$ cat src/rtl/mux_sel_sched.sv
// Select scheduler for a downstream N-to-1 mux: walks the accepted mask from lowest to
// highest set bit and emits one (sel, val, last) beat per candidate.
//
// state | meaning
// IDLE  | no mask held, ready to accept one
// RUN   | issuing beats for the mask held in pending_q
module mux_sel_sched #(
    parameter int NUM_IN    = 5,
    parameter int SEL_WIDTH = 3
) (
    input  logic                 clk,
    input  logic                 rst_n,
    input  logic [NUM_IN-1:0]    mask_in,
    input  logic                 mask_valid,
    output logic                 mask_ready,
    output logic [SEL_WIDTH-1:0] sel_out,
    output logic                 val_out,
    output logic                 last_out,
    output logic                 out_valid,
    input  logic                 out_ready,
    output logic                 busy
);

    typedef enum logic {
        IDLE = 1'b0,
        RUN  = 1'b1
    } state_t;

    state_t              state_q, state_d;
    logic [NUM_IN-1:0]   pending_q, pending_d;
    logic                in_rst_q;
    logic [NUM_IN-1:0]   pending_clr;
    logic [SEL_WIDTH-1:0] lo_idx;
    logic                single;
    logic                run;
    logic                beat_xfer;
    logic                mask_xfer;

    // Registered reset flag keeps mask_ready low during reset without a path from rst_n.
    always_ff @(posedge clk) begin
        if (!rst_n) begin
            state_q   <= IDLE;
            pending_q <= '0;
            in_rst_q  <= 1'b1;
        end else begin
            state_q   <= state_d;
            pending_q <= pending_d;
            in_rst_q  <= 1'b0;
        end
    end

    always_comb begin
        lo_idx = '0;
        for (int i = NUM_IN - 1; i >= 0; i--) begin
            if (pending_q[i]) begin
                lo_idx = SEL_WIDTH'(i);
            end
        end
    end

    // An empty pending also counts as single: the zero mask gets exactly one last beat.
    assign pending_clr = pending_q & (pending_q - NUM_IN'(1));
    assign single      = (pending_clr == '0);
    assign run         = (state_q == RUN);

    assign out_valid  = run;
    assign busy       = run;
    assign val_out    = run && (pending_q != '0);
    assign last_out   = run && single;
    assign sel_out    = run ? lo_idx : '0;
    assign mask_ready = !in_rst_q && (!run || (out_ready && single));

    assign beat_xfer = run && out_ready;
    assign mask_xfer = mask_valid && mask_ready;

    always_comb begin
        state_d   = state_q;
        pending_d = pending_q;
        if (beat_xfer) begin
            pending_d = pending_clr;
            if (single) begin
                state_d = IDLE;
            end
        end
        if (mask_xfer) begin
            pending_d = mask_in;
            state_d   = RUN;
        end
    end

endmodule

$ cat config.mk
export PLATFORM = sky130hd
export DESIGN_NAME = mux_sel_sched
export DESIGN_NICKNAME = d
export VERILOG_FILES = /design/src/rtl/mux_sel_sched.sv
export SDC_FILE = /design/constraint.sdc
export NUM_CORES = 1
export LEC_CHECK = 0
export CAP_MARGIN = 25
export CORE_AREA = 3 3 40 42
export CTS_CLUSTER_DIAMETER = 80
export DETAILED_ROUTE_END_ITERATION = 8
export DIE_AREA = 0 0 43 45
export PLACE_DENSITY_LB_ADDON = 0.12
export SLEW_MARGIN = 10
export SYNTH_ARGS = -nofsm -noshare
export SYNTH_HDL_FRONTEND = slang
export SYNTH_SLANG_ARGS = --single-unit
$ cat constraint.sdc
create_clock -name clk -period 2.8 [get_ports clk]
set_clock_uncertainty 0.1 [all_clocks]
set_input_delay 0.42 -clock clk [delete_from_list [all_inputs] [get_ports clk]]
set_output_delay 0.42 -clock clk [all_outputs]
set_load 0.1 [all_outputs]
After elaboration in Yosys (flattened, before gate mapping)
Index checks and enable logic that the tools add are counted.
{"block": "totals", "output_inout_bits": 8, "register_bits": 7, "elab_cells": 31}
{"block": "op_classes", "muxes": 12, "bitwise_logic": 1, "add_sub_neg": 1, "n_reduce_logical": 14}
{"operator": "$mux W3", "n": 6}
{"operator": "$mux W5", "n": 2}
{"operator": "$logic_and A1 B1 Y1", "n": 6}
{"operator": "$and A5 B5 Y5", "n": 1}
{"operator": "$logic_not A5 Y1", "n": 1}
{"operator": "$reduce_bool A5 Y1", "n": 1}
{"operator": "$sub A5 B1 Y5 const B", "n": 1}
{"operator": "$mux W1", "n": 4}
{"operator": "$reduce_bool A2 Y1", "n": 2}
{"operator": "$logic_not A1 Y1", "n": 2}
{"operator": "$reduce_and A2 Y1", "n": 1}
{"operator": "$logic_or A1 B1 Y1", "n": 1}

Longest topological paths before layout
Gate-level depths: netlist (run 1).
{"block": "depth", "word_depth": 9, "ltp_mapped": 5, "mapped_depth_nobuf": 4}

Worst setup path before layout (run 1)
No wires, ideal clock.
{"block": "synth_timing", "kind": "register to output", "from": "register state_q, in the netlist busy", "to": "output sel_out[0]", "stages_incl_launch_ff": 3, "t_arrival_ps": 3484, "slack_ps": -1204, "cell_sequence": "dfxtp_1 > clkbuf_1 > nor3b_1"}
{"block": "synth_between", "elab_chain_cells": 1}
{"element": "start: declaration", "line_no": "29", "text": "state_t state_q, state_d;"}
{"element": "start signal: assignment", "line_no": "46", "text": "state_q <= state_d;"}
{"element": "$mux W3", "line_no": "70", "text": "assign sel_out = run ? lo_idx : '0;"}
{"element": "end: declaration", "line_no": "16", "text": "output logic [SEL_WIDTH-1:0] sel_out,"}
Every way passes these cells.

Final worst setup path (run 1)
{"block": "layout_timing", "from": "register pending_q[4]", "to": "output mask_ready"}
{"block": "layout_between", "elab_chain_cells": 6}
{"element": "start: declaration", "line_no": "30", "text": "logic [NUM_IN-1:0] pending_q, pending_d;"}
{"element": "start signal: assignment", "line_no": "47", "text": "pending_q <= pending_d;"}
{"element": "$sub A5 B1 Y5", "line_no": "62", "text": "assign pending_clr = pending_q & (pending_q - NUM_IN'(1));"}
{"element": "$and A5 B5 Y5 (*)", "line_no": "62"}
{"element": "$logic_not A5 Y1 (*)", "line_no": "63", "text": "assign single = (pending_clr == '0);"}
{"element": "$logic_and A1 B1 Y1 (*)", "line_no": "71", "text": "assign mask_ready = !in_rst_q && (!run || (out_ready && single));"}
{"element": "$logic_or A1 B1 Y1 (*)", "line_no": "71"}
{"element": "$logic_and A1 B1 Y1 (*)", "line_no": "71"}
{"element": "end: declaration", "line_no": "15", "text": "output logic mask_ready,"}
Mark *: on every way between the ends. The rest lies on a longest branch, timed or not.

==> flow_summary.html, run 1 <==
<table>
<tr><th>Metric</th><th>Value</th></tr>
<tr><th colspan="2">Placed design</th></tr>
<tr><td>Post-DP HPWL</td><td>809 microns</td></tr>
<tr><td>Buffers added on ports</td><td>16</td></tr>
<tr><td>Routability congestion estimate from global placement</td><td>slightly above 0.7</td></tr>
<tr><td>Dpl cell area</td><td>616 sq um</td></tr>
<tr><th colspan="2">STA</th></tr>
<tr><td>Post-layout minimum cycle time</td><td>2.16 ns</td></tr>
<tr><td>Unrepaired setup endpoints after global routing</td><td>false</td></tr>
<tr><td>Max Freq</td><td>0.464 GHz</td></tr>
<tr><td>Slew headroom</td><td>70.8%</td></tr>
<tr><td>Final number of max-transition violations</td><td>0</td></tr>
<tr><td>Final cycle utilization of the critical path</td><td>77.0%</td></tr>
<tr><td>Actual slew at the worst max-slew pin</td><td>0.427 ns</td></tr>
<tr><td>Final Hold Fails</td><td>0</td></tr>
<tr><td># setup viols final</td><td>0</td></tr>
<tr><th colspan="2">Critical path</th></tr>
<tr><td>Register-to-register path setup slack</td><td>about 1.3 ns</td></tr>
<tr><td>CP cell instances</td><td>maj3_2, o31ai_2, a21boi_1, nor2_2, buf_12</td></tr>
<tr><td>Critical Path Source Type</td><td>flop</td></tr>
<tr><td>Worst reg2reg path startpoint</td><td>pending_q[0]</td></tr>
<tr><td>Slowest cell on crit path</td><td>sky130_fd_sc_hd__dfxtp_1</td></tr>
<tr><td>Critical register-to-register path endpoint</td><td>pending_q[4]</td></tr>
<tr><td>Worst setup EP type</td><td>primary output</td></tr>
<tr><td>Critical Path AT</td><td>1.64 ns</td></tr>
<tr><td>Worst setup path class</td><td>flop to primary output</td></tr>
<tr><td>Reg2Reg Depth</td><td>4</td></tr>
<tr><td>Start point of the critical path</td><td>pending_q[4]</td></tr>
<tr><td>Largest fanout on the critical path</td><td>8</td></tr>
<tr><td>CP peak stage delay</td><td>0.37 ns</td></tr>
<tr><td>Req. time, crit path</td><td>2.28 ns</td></tr>
<tr><td>Last element of the critical path</td><td>mask_ready</td></tr>
<tr><th colspan="2">Synth</th></tr>
<tr><td>Instance count of the mapped netlist</td><td>57</td></tr>
<tr><td>Most used DFF post-synth</td><td>sky130_fd_sc_hd__dfxtp_1</td></tr>
<tr><td>Dominant cell by count in the synthesized netlist</td><td>sky130_fd_sc_hd__nand2_1</td></tr>
<tr><td>Proportion of netlist area held by the largest area contributor</td><td>29.2%</td></tr>
<tr><td>Number of flops mapped to enable cells by yosys</td><td>0</td></tr>
<tr><td>Mean cell area of the mapped netlist</td><td>8.43 sq um</td></tr>
<tr><td>Number of warnings printed during yosys synthesis</td><td>0</td></tr>
<tr><td>Fraction of registers with async set or reset after synthesis</td><td>0%</td></tr>
<tr><td>Sequential share of the synthesized area</td><td>~29%</td></tr>
<tr><td>Mapped cell area</td><td>slightly below 500 sq um</td></tr>
<tr><td>Main area contributors after synthesis</td><td>sky130_fd_sc_hd__dfxtp_1 29%, sky130_fd_sc_hd__mux2i_1 10%, sky130_fd_sc_hd__nand2_1 7.0%, sky130_fd_sc_hd__buf_6 7.0%, sky130_fd_sc_hd__nor2_1 5.5%</td></tr>
<tr><td>Count of different cell masters after synthesis</td><td>24</td></tr>
<tr><td>Synthesis-stage register bit count</td><td>7</td></tr>
<tr><td>Leading post-synthesis cells by instance count</td><td>9 x sky130_fd_sc_hd__nand2_1, 7 x sky130_fd_sc_hd__dfxtp_1, 7 x sky130_fd_sc_hd__nor2_1</td></tr>
<tr><td>Most area-hungry cell type in the Yosys netlist</td><td>sky130_fd_sc_hd__dfxtp_1</td></tr>
<tr><td>Post-synthesis net count</td><td>66</td></tr>
<tr><th colspan="2">Die</th></tr>
<tr><td>Area of the placeable core</td><td>1280 sq um</td></tr>
<tr><td>Die width</td><td>43 microns</td></tr>
<tr><td>Die Ht</td><td>around 45 microns</td></tr>
<tr><td>Number of ports placed on the die boundary</td><td>17</td></tr>
<tr><td>Initial core utilization</td><td>37.4%</td></tr>
<tr><td>Standard-cell rows</td><td>13</td></tr>
<tr><td>Total Die Area</td><td>1940 sq um</td></tr>
<tr><th colspan="2">Power</th></tr>
<tr><td>Internal power</td><td>approximately 210 uW</td></tr>
<tr><td>Maximum vdd drop</td><td>276 uV</td></tr>
<tr><td>Fraction of power consumed by the clock network</td><td>23.8%</td></tr>
<tr><td>Combinational share of power</td><td>a little over two fifths</td></tr>
<tr><td>Net switching component of the power</td><td>160 uW</td></tr>
<tr><td>Power per standard cell area</td><td>just under 600 nW/um^2</td></tr>
<tr><td>Switching power share of the total</td><td>a little over two fifths</td></tr>
<tr><td>Sequential cell fraction of total power</td><td>about a third</td></tr>
<tr><td>Lkg Pwr</td><td>0.260 nW</td></tr>
<tr><td>Total design power</td><td>374 uW</td></tr>
<tr><th colspan="2">Clock tree</th></tr>
<tr><td>Clock tree root driver cell</td><td>sky130_fd_sc_hd__clkbuf_4</td></tr>
<tr><td>Number of H-tree levels</td><td>1</td></tr>
<tr><td>Insertion delay of the later-clocked pin in the worst-skew pair</td><td>0.25 ns</td></tr>
<tr><td>Number of buffers added for setup after CTS</td><td>0</td></tr>
<tr><td>Clock tree from TritonCTS</td><td>yes</td></tr>
<tr><td>Number of buffers on the longest clock path</td><td>2</td></tr>
<tr><td>Post-CTS resize count</td><td>0</td></tr>
<tr><td>CTS Hold Buffers Added</td><td>0</td></tr>
<tr><td>Clock buffers created by TritonCTS</td><td>3</td></tr>
<tr><td>Clock net sink count</td><td>7</td></tr>
<tr><td>Clock transition time at the flip-flop clock pins of the worst setup and hold paths</td><td>about 0.05 ns</td></tr>
<tr><th colspan="2">Layout</th></tr>
<tr><td>Number of nets in the layout</td><td>about 80</td></tr>
<tr><td>Ant diodes</td><td>0</td></tr>
<tr><td>Layout Cell Area excl Fill</td><td>642 sq um</td></tr>
<tr><td>Post-synthesis to final-layout area growth</td><td>33.6%</td></tr>
<tr><td>Filler cell count in the final layout</td><td>131</td></tr>
<tr><td>Fraction of layout instances using a drive strength above 1</td><td>a little over a quarter</td></tr>
<tr><th colspan="2">Detailed routing</th></tr>
<tr><td>WL final</td><td>1010 microns</td></tr>
<tr><td>Via count</td><td>430</td></tr>
<tr><td>Count of nets left with antenna violations after detail routing</td><td>0</td></tr>
<tr><td>Drt pass-1 iters</td><td>3</td></tr>
<tr><td>DRC viols</td><td>0</td></tr>
<tr><td>Routed length per instance</td><td>11.8 microns</td></tr>
<tr><td>Via-to-Cell Ratio</td><td>5.00</td></tr>
<tr><td>Number of DRC markers after the initial detailed-route iteration</td><td>5</td></tr>
<tr><th colspan="2">Global route</th></tr>
<tr><td>Overall track demand over capacity in global routing</td><td>~11%</td></tr>
<tr><td>Via count of the first global-routing pass</td><td>356</td></tr>
<tr><td>Pin count of the biggest net entering global routing</td><td>13</td></tr>
<tr><td>First-pass GRT wire length</td><td>1590 microns</td></tr>
<tr><td>Initial antenna violation count</td><td>0</td></tr>
<tr><td>Remaining Overflow, GRT</td><td>0</td></tr>
<tr><th colspan="2">Min path</th></tr>
<tr><td>Path category of the worst min-delay check</td><td>flop to flop</td></tr>
<tr><th colspan="2">Run status</th></tr>
<tr><td>Status</td><td>complete, no violations</td></tr>
<tr><th colspan="2">Flow run</th></tr>
<tr><td>Count of max-cap constraint violations</td><td>0</td></tr>
</table>
[metrics by stage]
stage                     hold WS [ns]  util (%)  setup WS (ns)  instances  setup TNS, ns
final                            0.482      50.0          0.643         86              0
after global routing             0.529      50.0          0.594         86              0
after CTS                        0.479      50.0          0.633         86              0
after detailed placement         0.465      47.9          0.864         82              0
after global placement           0.465      47.9          0.888         82              0
after floorplan                  0.438         -         -0.215         57         -0.215
[worst max-delay path, delay by kind of cell (launching register included)]
| kind | cells | cell delay, ns |
|---|---|---|
| DFF | 1 | 0.37 |
| buffers and inverters | 1 | 0.19 |
| adders and majority gates | 1 | 0.34 |
| AOI/OAI and AO/OA | 2 | 0.35 |
| and+or+nand+nor | 1 | 0.14 |
[power groups by stage]
stage	registers (mW)	clock network, mW	logic [mW]
6_report	0.126	0.0888	0.158
5_1_grt	0.129	0.0941	0.167
4_1_cts	0.126	0.0941	0.159
3_5_place_dp	0.129	0	0.159
3_3_place_gp	0.128	0	0.159
2_1_floorplan	0.129	0	0.128
[cell type report]
| cell class | instances | area [sq um] | area share (%) |
|---|---|---|---|
| multi-input cells | 42 | 297 | 46.2 |
| repair buffers | 16 | 153 | 23.8 |
| flip-flops and latches | 7 | 140 | 21.8 |
| clock buffers | 4 | 26.3 | 4.09 |
| well taps | 15 | 18.8 | 2.92 |
| inverters | 2 | 7.51 | 1.17 |
[cells in the final DEF, fill, tap and decap left out, types with 2 or more instances in the layout]
master                            instances
sky130_fd_sc_hd__buf_4                    7
sky130_fd_sc_hd__clkbuf_4                 3
sky130_fd_sc_hd__clkdlybuf4s50_1          8
sky130_fd_sc_hd__dfxtp_1                  7
sky130_fd_sc_hd__inv_1                    2
sky130_fd_sc_hd__mux2i_1                  5
sky130_fd_sc_hd__nand2_1                  9
sky130_fd_sc_hd__nand3_1                  3
sky130_fd_sc_hd__nor2_1                   4
sky130_fd_sc_hd__nor2_2                   3
sky130_fd_sc_hd__o211ai_1                 3
sky130_fd_sc_hd__o21a_1                   2
[cells by family after synthesis]
kind of cell	after synthesis	synth area share (%)
multiplexers	5	10.4
AO/OA/AOI/OAI	13	23.7
buffers and inverters	8	11.7
flip-flops	7	29.2
AND/OR/NAND/NOR	23	22.7
adder cells (fa/ha/maj)	1	2.34
[per-layer routing]
| layer | track usage, % | up-vias | routed length (microns) |
|---|---|---|---|
| li1 | - | 234 | - |
| met1 | 14.3 | 182 | 498 |
| met2 | 16.5 | 12 | 465 |
| met3 | 1.20 | 2 | 40 |
| met4 | 10.8 | 0 | 9 |
| met5 | 0 | - | 0 |
[how the worst min path moves through the flow]
stage | startpoint | end | slack, ns | depth (start not counted)
3_5_place_dp | pending_q[2] | pending_q[2] | 0.47 | 2
2_1_floorplan | pending_q[3] | pending_q[3] | 0.44 | 2
4_1_cts | pending_q[2] | pending_q[2] | 0.48 | 2
5_1_grt | pending_q[2] | pending_q[2] | 0.53 | 2
3_3_place_gp | pending_q[2] | pending_q[2] | 0.46 | 2
6_report | pending_q[2] | pending_q[2] | 0.48 | 2
[flip-flops by register name, indices dropped and copies added (netlist names)]
name / cells
in_rst_q: 1
busy: 1
pending_q: 5
Power figures use the tool's default switching activity.
==> run 2, diff against run 1 <==
==> constraint.sdc (replaced) <==
create_clock -name clk -period 2.15 [get_ports clk]
set_clock_uncertainty 0.1 [all_clocks]
set_input_delay 0.3225 -clock clk [delete_from_list [all_inputs] [get_ports clk]]
set_output_delay 0.3225 -clock clk [all_outputs]
set_load 0.1 [all_outputs]
==> flow_summary.html, run 2 (synthesized netlist as in run 1, its figures left out) <==
<table>
<tr><th>Metric</th><th>Value</th></tr>
<tr><th colspan="2">Clock tree</th></tr>
<tr><td>CTS Hold Buffers Added</td><td>0</td></tr>
<tr><td>Clock buffers created by TritonCTS</td><td>3</td></tr>
<tr><td>Clock net sink count</td><td>7</td></tr>
<tr><td>Clock transition time at the flip-flop clock pins of the worst setup and hold paths</td><td>0.06 ns</td></tr>
<tr><td>Clock tree root driver cell</td><td>sky130_fd_sc_hd__clkbuf_4</td></tr>
<tr><td>Insertion delay of the later-clocked pin in the worst-skew pair</td><td>0.25 ns</td></tr>
<tr><td>Number of H-tree levels</td><td>1</td></tr>
<tr><td>Number of buffers on the longest clock path</td><td>2</td></tr>
<tr><td>Clock tree from TritonCTS</td><td>yes</td></tr>
<tr><th colspan="2">STA</th></tr>
<tr><td>Post-layout minimum cycle time</td><td>slightly above 2 ns</td></tr>
<tr><td>Actual slew at the worst max-slew pin</td><td>between 0.4 and 0.5 ns</td></tr>
<tr><td>Final cycle utilization of the critical path</td><td>about 94%</td></tr>
<tr><td>Max Freq</td><td>between 0.4 and 0.5 GHz</td></tr>
<tr><td>Final-layout setup total negative slack</td><td>0 ns</td></tr>
<tr><td>Slew headroom</td><td>70.8%</td></tr>
<tr><td>Unrepaired setup endpoints after global routing</td><td>false</td></tr>
<tr><td># setup viols final</td><td>0</td></tr>
<tr><td>Final number of max-transition violations</td><td>0</td></tr>
<tr><td>Final Hold Fails</td><td>0</td></tr>
<tr><th colspan="2">Detailed routing</th></tr>
<tr><td>Drt pass-1 iters</td><td>3</td></tr>
<tr><td>Number of DRC markers after the initial detailed-route iteration</td><td>9</td></tr>
<tr><td>Via count</td><td>460</td></tr>
<tr><td>WL final</td><td>1140 microns</td></tr>
<tr><td>DRC viols</td><td>0</td></tr>
<tr><td>Routed length per instance</td><td>between 10 and 15 microns</td></tr>
<tr><td>Count of nets left with antenna violations after detail routing</td><td>0</td></tr>
<tr><td>Via-to-Cell Ratio</td><td>5.35</td></tr>
<tr><th colspan="2">Critical path</th></tr>
<tr><td>Worst reg2reg path startpoint</td><td>pending_q[0]</td></tr>
<tr><td>Critical Path AT</td><td>about 1.6 ns</td></tr>
<tr><td>CP cell instances</td><td>a2111o_1, o31ai_4, a21boi_2, nor2_4, buf_12</td></tr>
<tr><td>Reg2Reg Depth</td><td>4</td></tr>
<tr><td>Critical Path Source Type</td><td>flop</td></tr>
<tr><td>Slowest cell on crit path</td><td>sky130_fd_sc_hd__a2111o_1</td></tr>
<tr><td>Critical register-to-register path endpoint</td><td>pending_q[1]</td></tr>
<tr><td>Worst setup EP type</td><td>primary output</td></tr>
<tr><td>Largest fanout on the critical path</td><td>8</td></tr>
<tr><td>CP peak stage delay</td><td>about 0.45 ns</td></tr>
<tr><td>Count of buffering cells on the critical path with inverters included</td><td>1</td></tr>
<tr><td>Family of cells with the greatest summed delay on the critical path</td><td>compound AO/OA/AOI/OAI gates</td></tr>
<tr><td>Worst setup path class</td><td>flop to primary output</td></tr>
<tr><td>Register-to-register path setup slack</td><td>0.58 ns</td></tr>
<tr><td>Req. time, crit path</td><td>between 1.5 and 2 ns</td></tr>
<tr><th colspan="2">Min path</th></tr>
<tr><td>Path category of the worst min-delay check</td><td>flop to flop</td></tr>
<tr><td>Min-delay src</td><td>pending_q[2]</td></tr>
<tr><td>Number of stages on the worst hold path</td><td>2</td></tr>
<tr><td>Hold worst-path end</td><td>pending_q[2]</td></tr>
<tr><th colspan="2">Die</th></tr>
<tr><td>Die width</td><td>43 microns</td></tr>
<tr><td>Initial core utilization</td><td>37.4%</td></tr>
<tr><td>Area of the placeable core</td><td>about 1300 sq um</td></tr>
<tr><td>Standard-cell rows</td><td>13</td></tr>
<tr><td>Die Ht</td><td>45 microns</td></tr>
<tr><td>Number of ports placed on the die boundary</td><td>17</td></tr>
<tr><td>Total Die Area</td><td>1940 sq um</td></tr>
<tr><th colspan="2">Placed design</th></tr>
<tr><td>Routability congestion estimate from global placement</td><td>0.737</td></tr>
<tr><td>Post-DP HPWL</td><td>806 microns</td></tr>
<tr><td>Buffers added on ports</td><td>16</td></tr>
<tr><th colspan="2">Power</th></tr>
<tr><td>Maximum vdd drop</td><td>427 uV</td></tr>
<tr><td>Total design power</td><td>between 500 and 600 uW</td></tr>
<tr><td>Power per standard cell area</td><td>about 730 nW/um^2</td></tr>
<tr><td>Lkg Pwr</td><td>~0.28 nW</td></tr>
<tr><th colspan="2">Layout</th></tr>
<tr><td>Commonest cells after routing, fill and taps aside</td><td>9 x sky130_fd_sc_hd__nand2_1, 8 x sky130_fd_sc_hd__clkdlybuf4s50_1, 6 x sky130_fd_sc_hd__dfxtp_1, 6 x sky130_fd_sc_hd__buf_12, 5 x sky130_fd_sc_hd__mux2i_1</td></tr>
<tr><td>Commonest non-fill, non-tap cell in the layout</td><td>sky130_fd_sc_hd__nand2_1</td></tr>
<tr><td>Ant diodes</td><td>0</td></tr>
<tr><td>Fraction of layout instances using a drive strength above 1</td><td>29.6%</td></tr>
<tr><td>Filler cell count in the final layout</td><td>114</td></tr>
<tr><td>Post-synthesis to final-layout area growth</td><td>52.3%</td></tr>
<tr><td>Largest reg by FF count</td><td>pending_q</td></tr>
<tr><td>Number of nets in the layout</td><td>81</td></tr>
<tr><td>Max FFs per register</td><td>5</td></tr>
<tr><th colspan="2">Global route</th></tr>
<tr><td>Via count of the first global-routing pass</td><td>422</td></tr>
<tr><td>First-pass GRT wire length</td><td>between 1500 and 2000 microns</td></tr>
<tr><td>Remaining Overflow, GRT</td><td>0</td></tr>
<tr><td>Pin count of the biggest net entering global routing</td><td>13</td></tr>
<tr><td>Initial antenna violation count</td><td>0</td></tr>
<tr><td>Overall track demand over capacity in global routing</td><td>13.9%</td></tr>
<tr><th colspan="2">Run status</th></tr>
<tr><td>Status</td><td>complete, no violations</td></tr>
<tr><th colspan="2">Flow run</th></tr>
<tr><td>Count of max-cap constraint violations</td><td>0</td></tr>
</table>
-- run 2: how the worst max path moves through the flow --
stage	startpoint	end	slack, ns	depth (start not counted)
after detailed placement	out_ready	busy	0.33	5
after global routing	pending_q[4]	mask_ready	0.04	5
final	pending_q[0]	mask_ready	0.12	5
after CTS	pending_q[4]	mask_ready	0.09	5
after global placement	out_ready	busy	0.29	5
after floorplan	pending_q[2]	last_out	0.05	4
-- run 2: layer usage --
metal	up-vias	global-route usage, %	routed length [microns]
li1	233	-	-
met5	-	0	0
met4	0	10.8	15
met1	214	17.8	552
met3	2	2.79	54
met2	11	20.4	521
-- run 2: repair_timing --
action	in CTS	in global routing
buffers inserted	0	0
resized for setup	0	2
hold endpoints to repair	0	0
setup endpoints to repair	0	1
-- run 2: area by class of cell --
cell class | instances | area (sq um) | share of cell area (%)
multi-input combinational | 42 | 320 | 43.8
inverter | 2 | 7.51 | 1.03
timing repair buffer | 16 | 215 | 29.4
tap | 15 | 18.8 | 2.56
clock buffer | 4 | 26.3 | 3.59
sequential | 7 | 144 | 19.7
-- run 2: power breakdown --
part	leakage (nW)	internal (mW)	switching (mW)
registers	0.0584	0.142	0.0264
clock network	0.0150	0.0714	0.0566
logic	0.206	0.0875	0.148
total	0.280	0.301	0.231
-- run 2: per-stage QoR --
step	area [sq um]	hold slack (ns)	worst slack, ns	util, %	instances
final	732	0.485	0.122	57.0	86
after floorplan	508	0.365	0.0493	-	57
after global placement	693	0.457	0.287	53.9	82
after CTS	719	0.482	0.0932	56.0	86
after detailed placement	693	0.473	0.325	53.9	82
after global routing	732	0.522	0.0434	57.0	86
-- run 2: tightest hold or removal path, cell delays in order (launching register included) --
cell and delay, ns:
sky130_fd_sc_hd__dfxtp_1 0.37, sky130_fd_sc_hd__nand3_1 0.10, sky130_fd_sc_hd__mux2i_1 0.06
==> run 3, diff against run 2 <==
--- a/config.mk
+++ b/config.mk
@@ -11,7 +11,6 @@
 export DETAILED_ROUTE_END_ITERATION = 8
 export DIE_AREA = 0 0 43 45
 export PLACE_DENSITY_LB_ADDON = 0.12
-export SLEW_MARGIN = 10
 export SYNTH_ARGS = -nofsm -noshare
 export SYNTH_HDL_FRONTEND = slang
 export SYNTH_SLANG_ARGS = --single-unit
==> results of run 3 <==
The final DEF is identical to that of run 2; final timing and power are the same.
